<file path="src/rtl/project_pkg.sv">
// Shared definitions for the matrix entry path: dimension limits, element
// type and range, and the input controller state encoding.
package project_pkg;

  localparam int MAX_ROWS  = 4;
  localparam int MAX_COLS  = 4;
  localparam int ROW_IDX_W = 3;
  localparam int COL_IDX_W = 3;

  typedef logic signed [7:0] matrix_element_t;

  localparam int ELEM_MIN = -9;
  localparam int ELEM_MAX = 9;

  typedef enum logic [2:0] {
    IDLE,
    GET_ROWS,
    GET_COLS,
    SET_DIMS,
    GET_ELEM,
    WRITE,
    PAD,
    DONE
  } mat_in_state_t;

endpackage

</file>
<file path="src/rtl/matrix_input_ctrl.sv">
// Matrix input controller: collects rows, cols and then row-major element
// tokens from the number parser and issues write strobes to matrix storage.
// An early flush pads the remaining positions with zero.
// Optional: MAT_INPUT_RANGE_CHECK_EN rejects elements outside
// ELEM_MIN..ELEM_MAX with an err_range pulse instead of truncating them.
module matrix_input_ctrl
  import project_pkg::*;
#(
  parameter int unsigned IN_W = 8
) (
  input  logic                  clk,
  input  logic                  rst_n,
  input  logic                  start,
  input  logic                  abort,
  input  logic                  in_valid,
  input  logic signed [IN_W-1:0] in_data,
  output logic                  in_ready,
  input  logic                  in_flush,
  output logic                  wr_en,
  output logic                  wr_cmd_set_dims,
  output logic                  wr_cmd_single,
  output logic [ROW_IDX_W-1:0]  wr_dims_r,
  output logic [COL_IDX_W-1:0]  wr_dims_c,
  output logic [ROW_IDX_W-1:0]  wr_row_idx,
  output logic [COL_IDX_W-1:0]  wr_col_idx,
  output matrix_element_t       wr_val_scalar,
  output logic                  busy,
  output logic                  done,
  output logic                  err_dim,
  output logic                  err_range
);

  mat_in_state_t         state_q, state_d;
  logic [ROW_IDX_W-1:0]  rows_q, row_q;
  logic [COL_IDX_W-1:0]  cols_q, col_q;
  matrix_element_t       val_q;
  logic                  err_dim_q;
  logic                  accept;
  logic                  row_ok, col_ok, elem_ok;
  logic                  last_pos;
  int                    tok;

  // Token decode: sign-extended value and the acceptance checks on it.
  always_comb begin
    tok      = int'(in_data);
    row_ok   = (tok >= 1) && (tok <= MAX_ROWS);
    col_ok   = (tok >= 1) && (tok <= MAX_COLS);
`ifdef MAT_INPUT_RANGE_CHECK_EN
    elem_ok  = (tok >= ELEM_MIN) && (tok <= ELEM_MAX);
`else
    elem_ok  = 1'b1;
`endif
    last_pos = (row_q == rows_q - 1'b1) && (col_q == cols_q - 1'b1);
    // abort beats flush beats a token, so ready drops when either is present
    in_ready = !abort &&
               ((state_q == GET_ROWS) || (state_q == GET_COLS) ||
                ((state_q == GET_ELEM) && !in_flush));
    accept   = in_valid && in_ready;
  end

  // Next-state logic.
  always_comb begin
    state_d = state_q;
    if (abort && (state_q != IDLE)) begin
      state_d = IDLE;
    end else begin
      unique case (state_q)
        IDLE:     if (start) state_d = GET_ROWS;
        GET_ROWS: if (accept && row_ok) state_d = GET_COLS;
        GET_COLS: if (accept && col_ok) state_d = SET_DIMS;
        SET_DIMS: state_d = GET_ELEM;
        GET_ELEM: begin
          if (in_flush)                state_d = PAD;
          else if (accept && elem_ok)  state_d = WRITE;
        end
        WRITE:    state_d = last_pos ? DONE : GET_ELEM;
        PAD:      state_d = last_pos ? DONE : PAD;
        DONE:     state_d = IDLE;
        default:  state_d = IDLE;
      endcase
    end
  end

  // Moore outputs; data fields are zero whenever their strobe is low.
  always_comb begin
    wr_cmd_set_dims = (state_q == SET_DIMS);
    wr_cmd_single   = (state_q == WRITE) || (state_q == PAD);
    wr_en           = wr_cmd_set_dims || wr_cmd_single;
    wr_dims_r       = wr_cmd_set_dims ? rows_q : '0;
    wr_dims_c       = wr_cmd_set_dims ? cols_q : '0;
    wr_row_idx      = wr_cmd_single ? row_q : '0;
    wr_col_idx      = wr_cmd_single ? col_q : '0;
    wr_val_scalar   = (state_q == WRITE) ? val_q : '0;
    busy            = (state_q != IDLE);
    done            = (state_q == DONE);
    err_dim         = err_dim_q;
  end

  // State register, latched dimensions/value and row-major position counter.
  always_ff @(posedge clk) begin
    if (!rst_n) begin
      state_q   <= IDLE;
      rows_q    <= '0;
      cols_q    <= '0;
      row_q     <= '0;
      col_q     <= '0;
      val_q     <= '0;
      err_dim_q <= 1'b0;
    end else begin
      state_q   <= state_d;
      err_dim_q <= accept && (((state_q == GET_ROWS) && !row_ok) ||
                              ((state_q == GET_COLS) && !col_ok));
      if ((state_q == GET_ROWS) && accept && row_ok) rows_q <= in_data[ROW_IDX_W-1:0];
      if ((state_q == GET_COLS) && accept && col_ok) cols_q <= in_data[COL_IDX_W-1:0];
      if ((state_q == GET_ELEM) && accept && elem_ok) val_q <= matrix_element_t'(in_data);
      if (state_q == SET_DIMS) begin
        row_q <= '0;
        col_q <= '0;
      end else if ((state_q == WRITE) || (state_q == PAD)) begin
        if (col_q == cols_q - 1'b1) begin
          col_q <= '0;
          row_q <= row_q + 1'b1;
        end else begin
          col_q <= col_q + 1'b1;
        end
      end
    end
  end

`ifdef MAT_INPUT_RANGE_CHECK_EN
  logic err_range_q;

  // Rejected element: one-cycle flag, position and FSM unchanged.
  always_ff @(posedge clk) begin
    if (!rst_n) err_range_q <= 1'b0;
    else        err_range_q <= accept && (state_q == GET_ELEM) && !elem_ok;
  end

  always_comb err_range = err_range_q;
`else
  always_comb err_range = 1'b0;
`endif

endmodule

</file>
<file path="config.mk">
export PLATFORM = sky130hd
export DESIGN_NAME = matrix_input_ctrl
export DESIGN_NICKNAME = d
export VERILOG_FILES = /design/src/rtl/project_pkg.sv /design/src/rtl/matrix_input_ctrl.sv
export SDC_FILE = /design/constraint.sdc
export NUM_CORES = 1
export LEC_CHECK = 0
export BUFFER_PORTS_ARGS = -buffer_cell sky130_fd_sc_hd__buf_2
export CELL_PAD_IN_SITES_DETAIL_PLACEMENT = 0
export CELL_PAD_IN_SITES_GLOBAL_PLACEMENT = 1
export CORE_ASPECT_RATIO = 1.4
export CORE_UTILIZATION = 34
export DETAILED_ROUTE_END_ITERATION = 8
export GPL_ROUTABILITY_DRIVEN = 0
export PLACE_DENSITY = 0.85
export SLEW_MARGIN = 40
export SYNTH_ARGS = -nofsm -noshare
export SYNTH_HDL_FRONTEND = slang
export SYNTH_SLANG_ARGS = --single-unit
export TNS_END_PERCENT = 30
</file>
<file path="constraint.sdc">
create_clock -name clk -period 1.6 [get_ports clk]
set_input_delay 0.32 -clock clk [delete_from_list [all_inputs] [get_ports clk]]
set_output_delay 0.32 -clock clk [all_outputs]
set_load 0.005 [all_outputs]
</file>
* Yosys cells after proc, flatten, opt, wreduce, memory -nomap -nowiden
Index checks and enable logic that the tools add are counted.
Storage, ports and cells: register bits 24, output and inout bits 28, bits of input ports 14, logic and storage cells 70
Cells by class: multiplexer cells 14, eq/ne operators 13, reduce and logical (&&, ||, !) cells 29, magnitude comparators 2, bitwise logic cells 1, add/sub/neg operators 4
Operators with widths (count):
- $mux 3 | 10
- $pmux 3 s8 | 1
- $logic_and 1x1->1 | 15
- $eq 3x3->1 const B | 4
- $ge 8x2->1 const B | 1
- $le 8x4->1 const B | 1
- $mux 8 | 1
- $add 3x1->3 const B | 2
- $eq 3x2->1 const B | 2
- $eq 3x3->1 | 2
- $sub 3x1->3 const B | 2
- $logic_or 1x1->1 | 5
- $ne 2x1->1 const B | 2
- $reduce_and 4->1 | 1
- $reduce_or 2->1 | 2
- $eq 3x1->1 const B | 1
- $logic_not 1->1 | 3
- $logic_not 3->1 | 1
- $ne 3x3->1 const B | 1
- $reduce_bool 3->1 | 1
- $mux 2 | 1
- $ne 2x2->1 const B | 1
- $reduce_and 2->1 | 1
- $mux 1 | 1
- $not 1->1 | 1

* Logic depth before layout (Yosys ltp)
Gate-level depths: netlist of run 1.
depth after elaboration 8, depth in mapped cells 7, mapped depth without buffers 7

* Worst setup path after synthesis of run 1
OpenSTA, ideal clock, no wires.
path kind flip-flop to output port, start register state_q[0], end output wr_dims_c[2], buffers on the path 2, arrival 1304 ps, stages on the path, launching flop included 7, path slack -24 ps, cell sequence dfxtp_1 buf_2 nand2_1 or2_2 clkbuf_1 inv_1 and2_1
On the way: cells in the longest elaborated chain, start to end 2
RTL lines:
- from (decl) | line matrix_input_ctrl.sv:33 | mat_in_state_t state_q, state_d;
- from (signal assigned) | line matrix_input_ctrl.sv:110 | state_q <= state_d;
- $eq 3x2->1 | line matrix_input_ctrl.sv:86 | wr_cmd_set_dims = (state_q == SET_DIMS);
- net wr_cmd_set_dims | line matrix_input_ctrl.sv:20 | output logic wr_cmd_set_dims,
- $mux 3 | line matrix_input_ctrl.sv:90 | wr_dims_c = wr_cmd_set_dims ? cols_q : '0;
- to (decl) | line matrix_input_ctrl.sv:23 | output logic [COL_IDX_W-1:0] wr_dims_c,
The timed path passes the listed nets, and every way through them passes these cells.

* Worst setup path in the final report of run 1
start register state_q[1], end register cols_q[1]
On the way: cells in the longest elaborated chain, start to end 7, elaborated cells between the ends (all ways) 10, those cells by class eq/ne: 3; reduce/logical: 7
RTL lines:
- $eq 3x1->1 (tied with other cells) | line matrix_input_ctrl.sv:56 | ((state_q == GET_ROWS) || (state_q == GET_COLS) ||
- $logic_or 1x1->1 / $logic_and 1x1->1 (equally long branches) | line matrix_input_ctrl.sv:56, matrix_input_ctrl.sv:57
- $logic_or 1x1->1 | line matrix_input_ctrl.sv:56
- $logic_and 1x1->1 | line matrix_input_ctrl.sv:55 | in_ready = !abort &&
- $logic_and 1x1->1 | line matrix_input_ctrl.sv:58 | accept = in_valid && in_ready;
- $logic_and 1x1->1 * (2 in a row) | line matrix_input_ctrl.sv:114 | if ((state_q == GET_COLS) && accept && col_ok) cols_q <= in_data[COL_IDX_W-1:0];
- to (signal assigned) | line matrix_input_ctrl.sv:114
- to (decl) | line matrix_input_ctrl.sv:35 | logic [COL_IDX_W-1:0] cols_q, col_q;
Every way passes the cells marked *; elsewhere a longest branch is shown, timed or not. A chain may end at the register's enable or synchronous reset.

==> flow_metrics.tcl, run 1 <==
set metrics [dict create \
    io_buffer_count 40 \
    crit_path_start_kind "flop" \
    tritoncts "yes" \
    peakVddDrop_mv 0.349 \
    dr_total_vias 1397 \
    start_util 0.360 \
    syn_area_sq_mm 0.00144 \
    num_rows 27 \
    finalSetupTns_ps -149 \
    insertion_delay_ps 270 \
    synth-seq-cells 24 \
    total_leakage_power_nw 1.07 \
    root_buffer "clkbuf_8" \
    hold_path.class "in -> reg" \
    synthArstFlopShare 0 \
    cp.required_ps 1760 \
    fillers 362 \
    die_w_um 56.9 \
    drtIter0Drc 47 \
    dpl_worst_slack_ps -118 \
    ctsHoldBuffers 0 \
    violations "design-rule violations, negative setup slack" \
    critical_path_class "reg -> reg" \
    cp.arrival_ps 1780 \
    grt_first_pass_wirelength_mm 5.91 \
    gr-total-overflow 0 \
    core_area_sq_mm 0.00399 \
    die-area_sq_mm 0.00449 \
    setup_viol 16 \
    finClkSkew_ps 4.17 \
    areaGrowthSynthToFinish_pct 51.4 \
    drive_gt1_frac 0.479 \
    diodes 0 \
    grt_max_degree 19 \
    timing.hold.ws_ps 322 \
    yosys_warnings 0 \
    wirelength_mm 3.61 \
    clock.fmax_mhz 614 \
    critical_path.max_fanout 5 \
    design_area_sq_mm 0.00217 \
    hold_viol_final 0 \
    total_power_mw 1.39 \
    synth.largest_area_cell "dfxtp_1" \
    synth_cell_types 37 \
    synthTopCellsByArea "dfxtp_1 (33%), mux2i_1 (9.8%), nor2b_1 (6.5%)" \
    nNetsFinal 257 \
    cts_made_buffers 3 \
    die_h_um 78.9 \
    netlist_instances 167 \
    fin_crit_ps 1630 \
    layout_setup_ws_ps -28.5 \
    vias_per_cell 4.97 \
    wl_per_cell_um 12.8 \
    yosysMostFrequentCell "dfxtp_1" \
    yosysTopAreaCellShare 0.335 \
    dp.cells 265 \
    maxSlewViolCount 0 \
    numClockSinks 24 \
    crit_path_end_kind "flop" \
    synth.top_cells.by_count "dfxtp_1 (24), nor2b_1 (15), mux2i_1 (14)" \
    grtUsageTotal 0.164 \
    cts.clk_slew.worst_paths_ps 90 \
    ys.flop_type "dfxtp_1" \
    syn_nets 185 \
    drc 6 \
    post-route-period-util 1.02 \
    rsz0062_at_grt "yes" \
    synth-edff-count 0 \
    hpwl_mm 2.58 \
    drv_cap 0 \
    fin_cells 281 \
    finish.utilization 0.545 \
    ios 42 \
    synth_seq_area_share 0.335 \
    h-tree-depth 1 \
    run_status "finished, violations left" \
    grt_pass1_vias 1347 \
    dpl_cell_area_sq_mm 0.00182 \
    antenna_found_initial 0 \
    cts_max_path_buffers 2 \
    postRouteAntennaNets 0 \
    first_pass_iters 6 \
    powerDensity_mw_per_mm2 637 \
    syn_area_per_cell_sq_um 8.59 \
]
==> cell families (layout without fill, tap and decap cells) <==
logic type,count (synthesis),in the layout,share of synthesized area
and+or+nand+nor,80,80,0.326
DFF,24,24,0.335
AOI/OAI and AO/OA,20,20,0.0846
muxes,14,14,0.0976
buffers and inverters,14,85,0.0436
xor gates and xnor gates,10,10,0.0759
adders and majority gates,4,4,0.0349
other,1,1,0.00261
==> critical path, cell delays in order (launching register included) <==
cell	delay, ps
dfxtp_4	410
xor2_4	200
nand2b_4	80
buf_6	120
nor4_4	360
mux2i_1	270
nor2b_1	70
==> path summary, 6_finish.rpt <==
kind                      startpoint                endpoint  slack [ps]  cells after the start
min reg2reg    col_q[2]$_SDFFE_PP0N_   col_q[2]$_SDFFE_PP0N_         510                      2
max          state_q[1]$_SDFFE_PP0P_  cols_q[1]$_SDFFE_PN0P_         -30                      6
max reg2reg  state_q[1]$_SDFFE_PP0P_  cols_q[1]$_SDFFE_PN0P_         -30                      6
min                       in_data[3]   val_q[3]$_SDFFE_PN0P_         320                      3
==> power breakdown <==
part	leakage (nW)	total, mW	switching, mW	internal, mW
clock	0.0357	0.536	0.201	0.334
combinational	0.834	0.237	0.109	0.128
sequential	0.198	0.613	0.0117	0.601
total	1.07	1.39	0.322	1.06
==> registers in the layout, indices dropped and copies added (netlist names) <==
register and count:
cols_q 3, state_q 3, val_q 8, row_q 3
err_dim 1, rows_q 3, col_q 3
==> per-layer routing <==
metal | vias up | track usage | share of wire
met5 | - | 0 | 0
met4 | 0 | 0.0561 | 0.011
met3 | 4 | 0.0163 | 0.032
met2 | 28 | 0.312 | 0.55
met1 | 658 | 0.186 | 0.41
li1 | 707 | - | -
==> cell type report <==
cell class / instances / area, sq um / area share
tap: 43 / 53.8 / 0.0248
timing repair buffer: 75 / 529 / 0.244
sequential: 24 / 497 / 0.229
inverter: 6 / 25.0 / 0.0115
multi-input combinational: 129 / 997 / 0.459
clock inverter: 1 / 30.0 / 0.0138
clock buffer: 3 / 41.3 / 0.0190
==> layout by cell type, fill, tap and decap left out, types with 5 or more instances in the layout <==
cell	n
nor2_1	10
mux2i_1	14
dfxtp_1	17
xor2_1	5
buf_4	29
buf_6	13
and2_4	7
nand2b_1	5
o21ai_0	6
buf_2	33
a21oi_1	7
nor2b_1	15
and3_1	8
nand2_1	7
==> repair_timing <==
| item | CTS | global route |
|---|---|---|
| setup buffers | 9 | 3 |
| setup endpoints to repair | 26 | 37 |
| gates resized for setup | 25 | 29 |
| pin swaps | 15 | 9 |
Note: power is estimated with default switching activity, not from simulation.
==> run 2: changes to the inputs <==
--- a/config.mk
+++ b/config.mk
@@ -8,7 +8,7 @@
 export BUFFER_PORTS_ARGS = -buffer_cell sky130_fd_sc_hd__buf_2
 export CELL_PAD_IN_SITES_DETAIL_PLACEMENT = 0
 export CELL_PAD_IN_SITES_GLOBAL_PLACEMENT = 1
-export CORE_ASPECT_RATIO = 1.4
+export CORE_ASPECT_RATIO = 0.6
 export CORE_UTILIZATION = 34
 export DETAILED_ROUTE_END_ITERATION = 8
 export GPL_ROUTABILITY_DRIVEN = 0
==> flow_metrics.tcl, run 2 (synthesized netlist as in run 1, its figures left out) <==
set metrics [dict create \
    drc 0 \
    post-route-period-util 1.06 \
    cts.clk_slew.worst_paths_ps 90 \
    critical_path.max_fanout 6 \
    die-area_sq_mm 0.00449 \
    diodes 0 \
    pwr-share-seq 0.497 \
    fin_crit_ps 1690 \
    cts_max_path_buffers 2 \
    postRouteAntennaNets 0 \
    total_leakage_power_nw 0.990 \
    dp.cells 279 \
    comb_power_share 0.160 \
    root_buffer "clkbuf_8" \
    insertion_delay_ps 270 \
    mostFrequentLayoutCell "buf_2" \
    top_register "val_q" \
    maxSlewViolCount 0 \
    dr_total_vias 1333 \
    finish.utilization 0.551 \
    setup_viol 11 \
    nNetsFinal 248 \
    vias_per_cell 4.66 \
    switching_power_mw 0.303 \
    num_rows 17 \
    fin_cells 286 \
    gr-total-overflow 0 \
    critical_path_class "reg -> out" \
    grt_first_pass_wirelength_mm 5.77 \
    antenna_found_initial 0 \
    grt_max_degree 19 \
    total_power_mw 1.22 \
    grt_pass1_vias 1254 \
    hpwl_mm 2.73 \
    io_buffer_count 40 \
    timing.hold.ws_ps 314 \
    powerDensity_mw_per_mm2 577 \
    tritoncts "yes" \
    numClockSinks 24 \
    largest_reg_flops 8 \
    most-common-layout-cells "buf_2 (27), buf_4 (23), dfxtp_1 (19)" \
    violations "negative setup slack" \
    layout_setup_ws_ps -94.3 \
    grtUsageTotal 0.169 \
    die_h_um 52.3 \
    h-tree-depth 1 \
    cp.required_ps 1280 \
    finClkSkew_ps 5.38 \
    swShare 0.248 \
    drv_cap 0 \
    dpl_cell_area_sq_mm 0.00184 \
    core_area_sq_mm 0.00385 \
    design_area_sq_mm 0.00212 \
    finalSetupTns_ps -617 \
    crit_path_start_kind "flop" \
    cp.arrival_ps 1370 \
    clock_power_share 0.342 \
    start_util 0.373 \
    clock.fmax_mhz 590 \
    ios 42 \
    wl_per_cell_um 12.6 \
    die_w_um 85.9 \
    dpl_worst_slack_ps -86.2 \
    run_status "finished, violations left" \
    hold_path.class "in -> reg" \
    first_pass_iters 4 \
    wirelength_mm 3.59 \
    cts_made_buffers 3 \
    ctsHoldBuffers 0 \
    peakVddDrop_mv 0.327 \
    drive_gt1_frac 0.459 \
    rsz0062_at_grt "yes" \
    crit_path_end_kind "primary output" \
    intPower_mw 0.920 \
    areaGrowthSynthToFinish_pct 47.8 \
    hold_viol_final 0 \
    drtIter0Drc 30 \
]
-- run 2: cell types whose count changed in the layout (fill, tap and decap cells not counted), moves of 3 or more --
cell	change
and3_1	-6
and3_4	+6
buf_2	-6
buf_4	-6
buf_6	+3
-- run 2: path summary, 6_finish.rpt --
check	from	to	slack, ps	cells after the start
setup reg to reg	cols_q[0]$_SDFFE_PN0P_	state_q[1]$_SDFFE_PP0P_	20	6
hold / removal	in_data[5]	val_q[5]$_SDFFE_PN0P_	310	3
hold reg to reg	col_q[2]$_SDFFE_PP0N_	col_q[2]$_SDFFE_PP0N_	510	2
setup / recovery	state_q[1]$_SDFFE_PP0P_	wr_col_idx[2]	-90	5
-- run 2: power by group through the flow --
stage | registers [mW] | logic [mW] | clock network [mW]
detailed placement | 0.624 | 0.174 | 0
CTS | 0.610 | 0.182 | 0.435
global route | 0.610 | 0.213 | 0.465
finish | 0.608 | 0.196 | 0.419
global placement | 0.624 | 0.176 | 0
floorplan | 0.620 | 0.0877 | 0
-- run 2: what timing repair did --
action / 4_1_cts / 5_1_grt
endpoints found under the hold margin: 0 / 0
endpoints found under the setup margin: 27 / 31
cloned: 0 / 0
buffers inserted: 1 / 2
pin swaps: 2 / 12
gates resized for setup: 23 / 29
-- run 2: critical path, stage by stage (launching register included) --
cell and delay, ps:
dfxtp_4 370, xor2_2 180, buf_4 140, buf_6 120, and3_4 180, buf_6 110
-- run 2: final cells by class --
| type | instances | area (sq um) |
|---|---|---|
| Timing Repair Buffer | 66 | 488 |
| Tap cell | 57 | 71.3 |
| Clock buffer | 4 | 55.1 |
| Inverter | 6 | 22.5 |
| Sequential cell | 24 | 494 |
| Multi-Input combinational cell | 129 | 990 |
| Fill cell | 344 | 1730 |
-- run 2: per-layer routing --
metal / share of wire / global-route usage / vias up
met5: 0 / 0 / -
met4: 0.0058 / 0.0333 / 0
met3: 0.043 / 0.0488 / 4
met2: 0.39 / 0.241 / 32
met1: 0.56 / 0.250 / 609
li1: - / - / 688
